## config.mk

```make
export PLATFORM = sky130hd
export DESIGN_NAME = matrix_mem_scheduler_flat
export DESIGN_NICKNAME = d
export VERILOG_FILES = /design/src/rtl/matrix_mem_scheduler_if.sv /design/src/rtl/matrix_mem_scheduler.sv /design/src/flat_wrapper.sv
export SDC_FILE = /design/constraint.sdc
export NUM_CORES = 1
export LEC_CHECK = 0
export CORE_MARGIN = 4
export CORE_UTILIZATION = 30
export CTS_CLUSTER_DIAMETER = 120
export DETAILED_ROUTE_END_ITERATION = 10
export GPL_TIMING_DRIVEN = 0
export PLACE_DENSITY = 0.67
export SYNTH_ARGS = -nofsm -noshare
export SYNTH_HDL_FRONTEND = slang
export SYNTH_SLANG_ARGS = --single-unit
```

## constraint.sdc

```tcl
create_clock -name clk -period 3.6 [get_ports clk]
set_input_delay 1.08 -clock clk [delete_from_list [all_inputs] [get_ports clk]]
set_output_delay 1.08 -clock clk [all_outputs]
set_load 0.05 [all_outputs]
```

## src/rtl/matrix_mem_scheduler_if.sv

```systemverilog
// Bus between the matrix memory clients, the memory macro and the burst scheduler.
//
// Handshake: a client raises req[i] with stable req_we/req_base/req_len and keeps it
// high until it sees done[i]. It drops req on the cycle after done. Write beats
// are consumed when wr_pop[i] is high. The client must then present its next word
// on the following cycle. Read beats are delivered when rd_valid[i] is high. There
// is no back-pressure on read data, so every read beat must be accepted.
interface matrix_mem_scheduler_if #(
    parameter int NREQ = 3,
    parameter int AW   = 7,
    parameter int DW   = 16,
    parameter int LENW = 5
);
    logic [NREQ-1:0]      req;
    logic [NREQ-1:0]      req_we;
    logic [NREQ*AW-1:0]   req_base;
    logic [NREQ*LENW-1:0] req_len;
    logic [NREQ*DW-1:0]   wr_data;
    logic [DW-1:0]        mem_q;
    logic [AW-1:0]        mem_addr;
    logic                 mem_we;
    logic [DW-1:0]        mem_wdata;
    logic [NREQ-1:0]      grant;
    logic [NREQ-1:0]      wr_pop;
    logic [DW-1:0]        rd_data;
    logic [NREQ-1:0]      rd_valid;
    logic [NREQ-1:0]      done;
    logic                 busy;

    // Coprocessor side: the memory clients together with the memory macro.
    modport master (
        output req, req_we, req_base, req_len, wr_data, mem_q,
        input  mem_addr, mem_we, mem_wdata, grant, wr_pop, rd_data, rd_valid, done, busy
    );

    // Scheduler side: the single owner of the memory port.
    modport slave (
        input  req, req_we, req_base, req_len, wr_data, mem_q,
        output mem_addr, mem_we, mem_wdata, grant, wr_pop, rd_data, rd_valid, done, busy
    );
endinterface

```

## src/rtl/matrix_mem_scheduler.sv

```systemverilog
// Round-robin burst scheduler that owns the single-port matrix memory.
// One client at a time is granted a burst. The scheduler then issues one address per cycle,
// drives the write enable and data mux, and tags returning read data with a per-client valid.
module matrix_mem_scheduler #(
    parameter int NREQ   = 3,
    parameter int AW     = 7,
    parameter int DW     = 16,
    parameter int LENW   = 5,
    parameter int RD_LAT = 1
) (
    input  logic                 clk,
    input  logic                 rst,
    matrix_mem_scheduler_if.slave bus,
    output logic [1:0]           dbg_state_o
);
    localparam int IW = (NREQ > 1) ? $clog2(NREQ) : 1;

    typedef enum logic [1:0] {
        S_IDLE  = 2'd0,
        S_XFER  = 2'd1,
        S_DRAIN = 2'd2,
        S_DONE  = 2'd3
    } state_e;

    state_e          state_q, state_d;
    logic [IW-1:0]   owner_q, owner_d;
    logic [IW-1:0]   last_q, last_d;
    logic [LENW-1:0] len_q, len_d;
    logic [LENW-1:0] cnt_q, cnt_d;
    logic            we_q, we_d;
    logic [AW-1:0]   mem_addr_q, mem_addr_d;
    logic            mem_we_q, mem_we_d;

    // Read-valid shift register; stage RD_LAT-1 lines up with mem_q.
    logic [NREQ-1:0] rd_pipe_q [RD_LAT];
    logic [NREQ-1:0] rd_issue;

    logic            win_found;
    logic [IW-1:0]   win_idx;
    logic [NREQ-1:0] owner_oh;
    logic            last_beat;
    logic            drain_end;

    logic [NREQ-1:0] grant_c;
    logic [NREQ-1:0] done_c;
    logic            busy_c;
    logic [DW-1:0]   wdata_c;

    // Client index probed at search offset off, starting one past the last owner.
    function automatic logic [IW-1:0] rr_slot(input logic [IW-1:0] last, input int off);
        int t;
        t = int'(last) + 1 + off;
        if (t >= NREQ) t = t - NREQ;
        if (t >= NREQ) t = t - NREQ;
        return IW'(t);
    endfunction

    assign owner_oh  = NREQ'(1) << owner_q;
    assign last_beat = (cnt_q == len_q);
    assign drain_end = (cnt_q == LENW'(RD_LAT - 1));

    // Round-robin pick: the first requester found after the last owner wins.
    always_comb begin
        win_found = 1'b0;
        win_idx   = '0;
        for (int i = 0; i < NREQ; i++) begin
            if (!win_found && bus.req[rr_slot(last_q, i)]) begin
                win_found = 1'b1;
                win_idx   = rr_slot(last_q, i);
            end
        end
    end

    // State register; reset parks the FSM in IDLE.
    always_ff @(posedge clk or posedge rst) begin
        if (rst) begin
            state_q <= S_IDLE;
        end else begin
            state_q <= state_d;
        end
    end

    // Next-state logic: reads drain the return pipeline before DONE, writes skip it.
    always_comb begin
        state_d = state_q;
        case (state_q)
            S_IDLE:  if (win_found) state_d = S_XFER;
            S_XFER:  if (last_beat) state_d = we_q ? S_DONE : S_DRAIN;
            S_DRAIN: if (drain_end) state_d = S_DONE;
            S_DONE:  state_d = S_IDLE;
            default: state_d = S_IDLE;
        endcase
    end

    // Burst datapath next-state: latch the winner's burst, then step address and beat count.
    always_comb begin
        owner_d    = owner_q;
        last_d     = last_q;
        len_d      = len_q;
        we_d       = we_q;
        cnt_d      = cnt_q;
        mem_addr_d = mem_addr_q;
        mem_we_d   = mem_we_q;
        case (state_q)
            S_IDLE: begin
                if (win_found) begin
                    owner_d    = win_idx;
                    len_d      = bus.req_len[win_idx*LENW +: LENW];
                    we_d       = bus.req_we[win_idx];
                    cnt_d      = '0;
                    mem_addr_d = bus.req_base[win_idx*AW +: AW];
                    mem_we_d   = bus.req_we[win_idx];
                end
            end
            S_XFER: begin
                if (last_beat) begin
                    // The counter is reused to time the read drain.
                    cnt_d    = '0;
                    mem_we_d = 1'b0;
                end else begin
                    // Address wraps naturally at 2^AW.
                    cnt_d      = cnt_q + LENW'(1);
                    mem_addr_d = mem_addr_q + AW'(1);
                end
            end
            S_DRAIN: begin
                cnt_d = cnt_q + LENW'(1);
            end
            S_DONE: begin
                last_d = owner_q;
            end
            default: begin
            end
        endcase
    end

    // Burst datapath registers; after reset client 0 has the highest priority.
    always_ff @(posedge clk or posedge rst) begin
        if (rst) begin
            owner_q    <= '0;
            last_q     <= IW'(NREQ - 1);
            len_q      <= '0;
            we_q       <= 1'b0;
            cnt_q      <= '0;
            mem_addr_q <= '0;
            mem_we_q   <= 1'b0;
        end else begin
            owner_q    <= owner_d;
            last_q     <= last_d;
            len_q      <= len_d;
            we_q       <= we_d;
            cnt_q      <= cnt_d;
            mem_addr_q <= mem_addr_d;
            mem_we_q   <= mem_we_d;
        end
    end

    // A read beat is issued on every XFER cycle of a read burst.
    assign rd_issue = (state_q == S_XFER && !we_q) ? owner_oh : '0;

    // Read-valid pipeline; reset discards any beats still in flight.
    always_ff @(posedge clk or posedge rst) begin
        if (rst) begin
            for (int i = 0; i < RD_LAT; i++) rd_pipe_q[i] <= '0;
        end else begin
            rd_pipe_q[0] <= rd_issue;
            for (int i = 1; i < RD_LAT; i++) rd_pipe_q[i] <= rd_pipe_q[i-1];
        end
    end

    // Output decode from state: the grant spans XFER and DRAIN, and done marks the DONE cycle.
    always_comb begin
        grant_c = '0;
        done_c  = '0;
        busy_c  = (state_q != S_IDLE);
        case (state_q)
            S_XFER, S_DRAIN: grant_c = owner_oh;
            S_DONE:          done_c  = owner_oh;
            default: begin
            end
        endcase
    end

    // Write data mux on the current grant; zero when nobody owns the port.
    always_comb begin
        wdata_c = '0;
        for (int i = 0; i < NREQ; i++) begin
            if (grant_c[i]) wdata_c = bus.wr_data[i*DW +: DW];
        end
    end

    assign bus.grant     = grant_c;
    assign bus.done      = done_c;
    assign bus.busy      = busy_c;
    assign bus.mem_addr  = mem_addr_q;
    assign bus.mem_we    = mem_we_q;
    assign bus.mem_wdata = wdata_c;
    assign bus.wr_pop    = grant_c & {NREQ{mem_we_q}};
    assign bus.rd_data   = bus.mem_q;
    assign bus.rd_valid  = rd_pipe_q[RD_LAT-1];
    assign dbg_state_o   = state_q;

endmodule

```

## src/flat_wrapper.sv

```systemverilog
// flat-port wrapper written by rule: the top's interface ports become plain ports
module matrix_mem_scheduler_flat 
#(
    parameter int NREQ   = 3,
    parameter int AW     = 7,
    parameter int DW     = 16,
    parameter int LENW   = 5,
    parameter int RD_LAT = 1
)
  (clk, rst, dbg_state_o, bus_req, bus_req_we, bus_req_base, bus_req_len, bus_wr_data, bus_mem_q, bus_mem_addr, bus_mem_we, bus_mem_wdata, bus_grant, bus_wr_pop, bus_rd_data, bus_rd_valid, bus_done, bus_busy);
  matrix_mem_scheduler_if #(.NREQ(NREQ), .AW(AW), .DW(DW), .LENW(LENW)) bus_i ();
  input  logic clk;
  input  logic rst;
  output logic [1:0] dbg_state_o;
  input wire logic [$bits(bus_i.req)-1:0] bus_req;
  input wire logic [$bits(bus_i.req_we)-1:0] bus_req_we;
  input wire logic [$bits(bus_i.req_base)-1:0] bus_req_base;
  input wire logic [$bits(bus_i.req_len)-1:0] bus_req_len;
  input wire logic [$bits(bus_i.wr_data)-1:0] bus_wr_data;
  input wire logic [$bits(bus_i.mem_q)-1:0] bus_mem_q;
  output wire logic [$bits(bus_i.mem_addr)-1:0] bus_mem_addr;
  output wire logic [$bits(bus_i.mem_we)-1:0] bus_mem_we;
  output wire logic [$bits(bus_i.mem_wdata)-1:0] bus_mem_wdata;
  output wire logic [$bits(bus_i.grant)-1:0] bus_grant;
  output wire logic [$bits(bus_i.wr_pop)-1:0] bus_wr_pop;
  output wire logic [$bits(bus_i.rd_data)-1:0] bus_rd_data;
  output wire logic [$bits(bus_i.rd_valid)-1:0] bus_rd_valid;
  output wire logic [$bits(bus_i.done)-1:0] bus_done;
  output wire logic [$bits(bus_i.busy)-1:0] bus_busy;
  assign bus_i.req = bus_req;
  assign bus_i.req_we = bus_req_we;
  assign bus_i.req_base = bus_req_base;
  assign bus_i.req_len = bus_req_len;
  assign bus_i.wr_data = bus_wr_data;
  assign bus_i.mem_q = bus_mem_q;
  assign bus_mem_addr = bus_i.mem_addr;
  assign bus_mem_we = bus_i.mem_we;
  assign bus_mem_wdata = bus_i.mem_wdata;
  assign bus_grant = bus_i.grant;
  assign bus_wr_pop = bus_i.wr_pop;
  assign bus_rd_data = bus_i.rd_data;
  assign bus_rd_valid = bus_i.rd_valid;
  assign bus_done = bus_i.done;
  assign bus_busy = bus_i.busy;
  matrix_mem_scheduler #(.NREQ(NREQ), .AW(AW), .DW(DW), .LENW(LENW), .RD_LAT(RD_LAT)) u_core (.clk(clk), .rst(rst), .bus(bus_i), .dbg_state_o(dbg_state_o));
endmodule
```

==> load_flow_metrics.sql <==
INSERT INTO impl_metrics (metric_group, metric, value, unit) VALUES
('floorplanning', 'die_area', '10690', 'µm²'),
('floorplanning', 'die_height', '103.4', 'µm'),
('routing', 'drt_pre_antenna_iters', '4', ''),
('cts', 'ctsRootBufferMaster', 'clkbuf_8', ''),
('routing', 'dr_total_vias', '2915', ''),
('sta', 'worst_tran_pin_value', '1.096', 'ns'),
('worst_setup_path', 'critical_path.startpoint_type', 'input pin', ''),
('logic_synthesis', 'synth.ff_latch_count', '28', ''),
('logic_synthesis', 'share_of_synthesized_area_occupied_by_flip_flops_and_latches', '25.70', '%'),
('sta', 'maxSlewViolCount', '0', ''),
('floorplanning', 'pin_count', '163', ''),
('cts', 'path_clk_slew', '0.10', 'ns'),
('routing', 'drt-wirelength-per-cell', '15.00', 'µm'),
('routing', 'drc_errors', '0', ''),
('place', 'detailedPlacementHpwl', '7283', 'µm'),
('cts', 'clk-insertion-delay-late', '0.28', 'ns'),
('finish', 'layout.cells.non_filler', '591', ''),
('place', 'port-buffer-count', '146', ''),
('floorplanning', 'dieWidth', '103.4', 'µm'),
('grt', 'global_route_wire_length_before_repair', '13530', 'µm'),
('worst_setup_path', 'cp-end-kind', 'output port', ''),
('finish', 'final.fill_count', '862', ''),
('logic_synthesis', 'synth_top_cell_by_area', 'dfrtp_1', ''),
('worst_setup_path', 'timing.setup.critical_path_class', 'in -> out', ''),
('worst_setup_path', 'worst-endpoint-required', '2.52', 'ns'),
('worst_setup_path', 'path_max_fanout', '1', ''),
('sta', 'setup_violations', '0', ''),
('sta', 'whs', '0.4901', 'ns'),
('sta', 'finalCritPeriodShare', '96.69', '%'),
('finish', 'final_core_utilization', '49.87', '%'),
('finish', 'finalNetCount', '604', ''),
('floorplanning', 'core.rowCount', '34', ''),
('cts', 'cts_post_setup_buffers_inserted', '0', ''),
('routing', 'detailroute.wirelength.met2', '4554', 'µm'),
('logic_synthesis', 'netlist.area_leader.share', '24.74', '%'),
('routing', 'met3_wirelength', '610', 'µm'),
('grt', 'grt_pass1_vias', '2805', ''),
('logic_synthesis', 'synth_cells', '335', ''),
('logic_synthesis', 'yosys_most_used_dff', 'dfrtp_1', ''),
('routing', 'totalWireLength', '8866', 'µm'),
('logic_synthesis', 'synthesis.yosys.warnings', '0', ''),
('floorplanning', 'core-area', '8806', 'µm²'),
('sta', 'rsz0062_at_grt', 'no', ''),
('sta', 'fin_crit', '3.481', 'ns'),
('run', 'drv.max_cap_violation_count', '0', ''),
('cts', 'clock-sinks', '28', ''),
('logic_synthesis', 'synth.lib_cells_used.distinct', '51', ''),
('finish', 'most-common-layout-cells', '124 x clkdlybuf4s50_1, 63 x nor2_1, 31 x mux2i_1', ''),
('finish', 'num_antenna_cells', '0', ''),
('finish', 'layout-area-overhead-vs-synth', '60.79', '%'),
('cts', 'clock_tree_from_tritoncts', 'done', ''),
('sta', 'report.final.hold_viol_count', '0', ''),
('routing', 'uppermost_layer_routed', 'met4', ''),
('routing', 'met1Wirelength', '3628', 'µm'),
('cts', 'ctsHtreeMaxLevel', '1', ''),
('grt', 'track_usage', '15.65', '%'),
('logic_synthesis', 'synth_area_leaders', 'dfrtp_1 25%, mux2i_1 11%, nor2_1 8.7%, ha_1 5.5%, buf_4 5.2%', ''),
('power_and_ir_drop', 'power_leakage', '1.908', 'nW'),
('sta', 'clock_skew_after_layout', '0.01349', 'ns'),
('place', 'placed_cells_incl_taps', '589', ''),
('routing', 'drtAntennaViolNets', '0', ''),
('worst_hold_path', 'holdCritPathClass', 'reg -> reg', ''),
('sta', 'final.setup.worst_slack', '0.1192', 'ns'),
('logic_synthesis', 'synth_area', '2731', 'µm²'),
('routing', 'post_detailed_route_via_to_cell_ratio', '4.932', ''),
('worst_setup_path', 'cp.arrival', '2.40', 'ns'),
('grt', 'globalRoute.totalOverflow', '0', ''),
('logic_synthesis', 'avgSynthCellArea', '8.153', 'µm²'),
('status', 'status', 'complete, no violations', ''),
('sta', 'clock.fmax', '287.3', 'MHz'),
('place', 'placement.setup.worst_slack', '-0.2939', 'ns');
metrics by stage:
| stage | area, µm² | power, mW | setup TNS (ns) |
|---|---|---|---|
| after floorplan | 2736 | 3.044 | 0 |
| after global placement | 4333 | 3.997 | -3.511 |
| after detailed placement | 4333 | 4.042 | -4.021 |
| after CTS | 4389 | 4.173 | 0 |
| after global routing | 4392 | 4.457 | 0 |
| final | 4392 | 4.140 | 0 |
critical path: stages:
cell and delay (ns):
clkdlybuf4s50_1 0.47, mux2i_1 0.06, nor2_1 0.10, a21oi_1 0.05
nor2_1 0.09, dlygate4sd2_1 0.55
state kept, by name, indices dropped and copies added, names as in the netlist:
name and flops:
u_core.bus.mem_addr 7, u_core.cnt_q 5, u_core.len_q 5, u_core.bus.rd_valid 3, u_core.dbg_state_o 2, u_core.last_q 2, u_core.owner_q 2, u_core.bus.mem_we 1
u_core.we_q 1
cells in the mapped netlist, types with 7 or more instances:
| cell | n |
|---|---|
| a211oi_1 | 7 |
| a21o_1 | 7 |
| a21oi_1 | 24 |
| buf_4 | 19 |
| clkbuf_1 | 12 |
| dfrtp_1 | 27 |
| ha_1 | 12 |
| inv_1 | 14 |
| mux2i_1 | 31 |
| nand2_1 | 13 |
| nand2b_1 | 7 |
| nand3_1 | 7 |
| nor2_1 | 63 |
| o21ai_0 | 11 |
cell type report:
type	count	area, µm²	share of cell area [%]
Buffer	35	219.0	4.986
Clock buffer	4	55.05	1.254
Inverter	14	52.55	1.197
Multi-Input combinational cell	256	1760	40.09
Sequential cell	28	701.9	15.98
Tap cell	108	135.1	3.077
Timing Repair Buffer	146	1468	33.42
where the power goes:
part | total (mW) | internal [mW] | leakage (nW) | switching, mW
Sequential | 0.583 | 0.453 | 0.348 | 0.130
Clock | 0.196 | 0.0980 | 0.0288 | 0.0980
Combinational | 3.36 | 1.23 | 1.53 | 2.13
path summary, 6_finish.rpt:
kind	cells after the start	start	to	slack (ns)
worst min-delay path	1	u_core.we_q$_DFFE_PP0P_	u_core.bus.rd_valid[1]$_DFF_PP0_	0.49
worst max-delay path	6	bus_wr_data[1]	bus_mem_wdata[1]	0.12
worst max register to register	10	u_core.last_q[1]$_DFFE_PP1P_	u_core.bus.mem_addr[5]$_DFFE_PP0P_	0.96
max in group asynchronous	2	rst	u_core.len_q[4]$_DFFE_PP0P_	1.55
worst min register to register	1	u_core.we_q$_DFFE_PP0P_	u_core.bus.rd_valid[1]$_DFF_PP0_	0.49
min in group asynchronous	2	rst	u_core.bus.rd_valid[2]$_DFF_PP0_	1.38
repair_timing:
| item | CTS | global route |
|---|---|---|
| setup endpoints to repair | 22 | 18 |
| gates resized for setup | 45 | 3 |
| gates cloned | 0 | 0 |
metal layers:
metal	vias to the layer above	GRT usage (%)
li1	1456	-
met1	1360	19.51
met2	93	28.48
met3	6	2.616
met4	0	2.888
met5	-	0
cell families after synthesis:
kind of cell / synth area share (%)
compound gates: 21.35
xor+xnor: 2.565
fa+ha+maj: 5.497
buf+inv: 10.03
flops: 25.70
mux: 13.97
simple gates: 20.89
(Power assumes the default switching activity.)
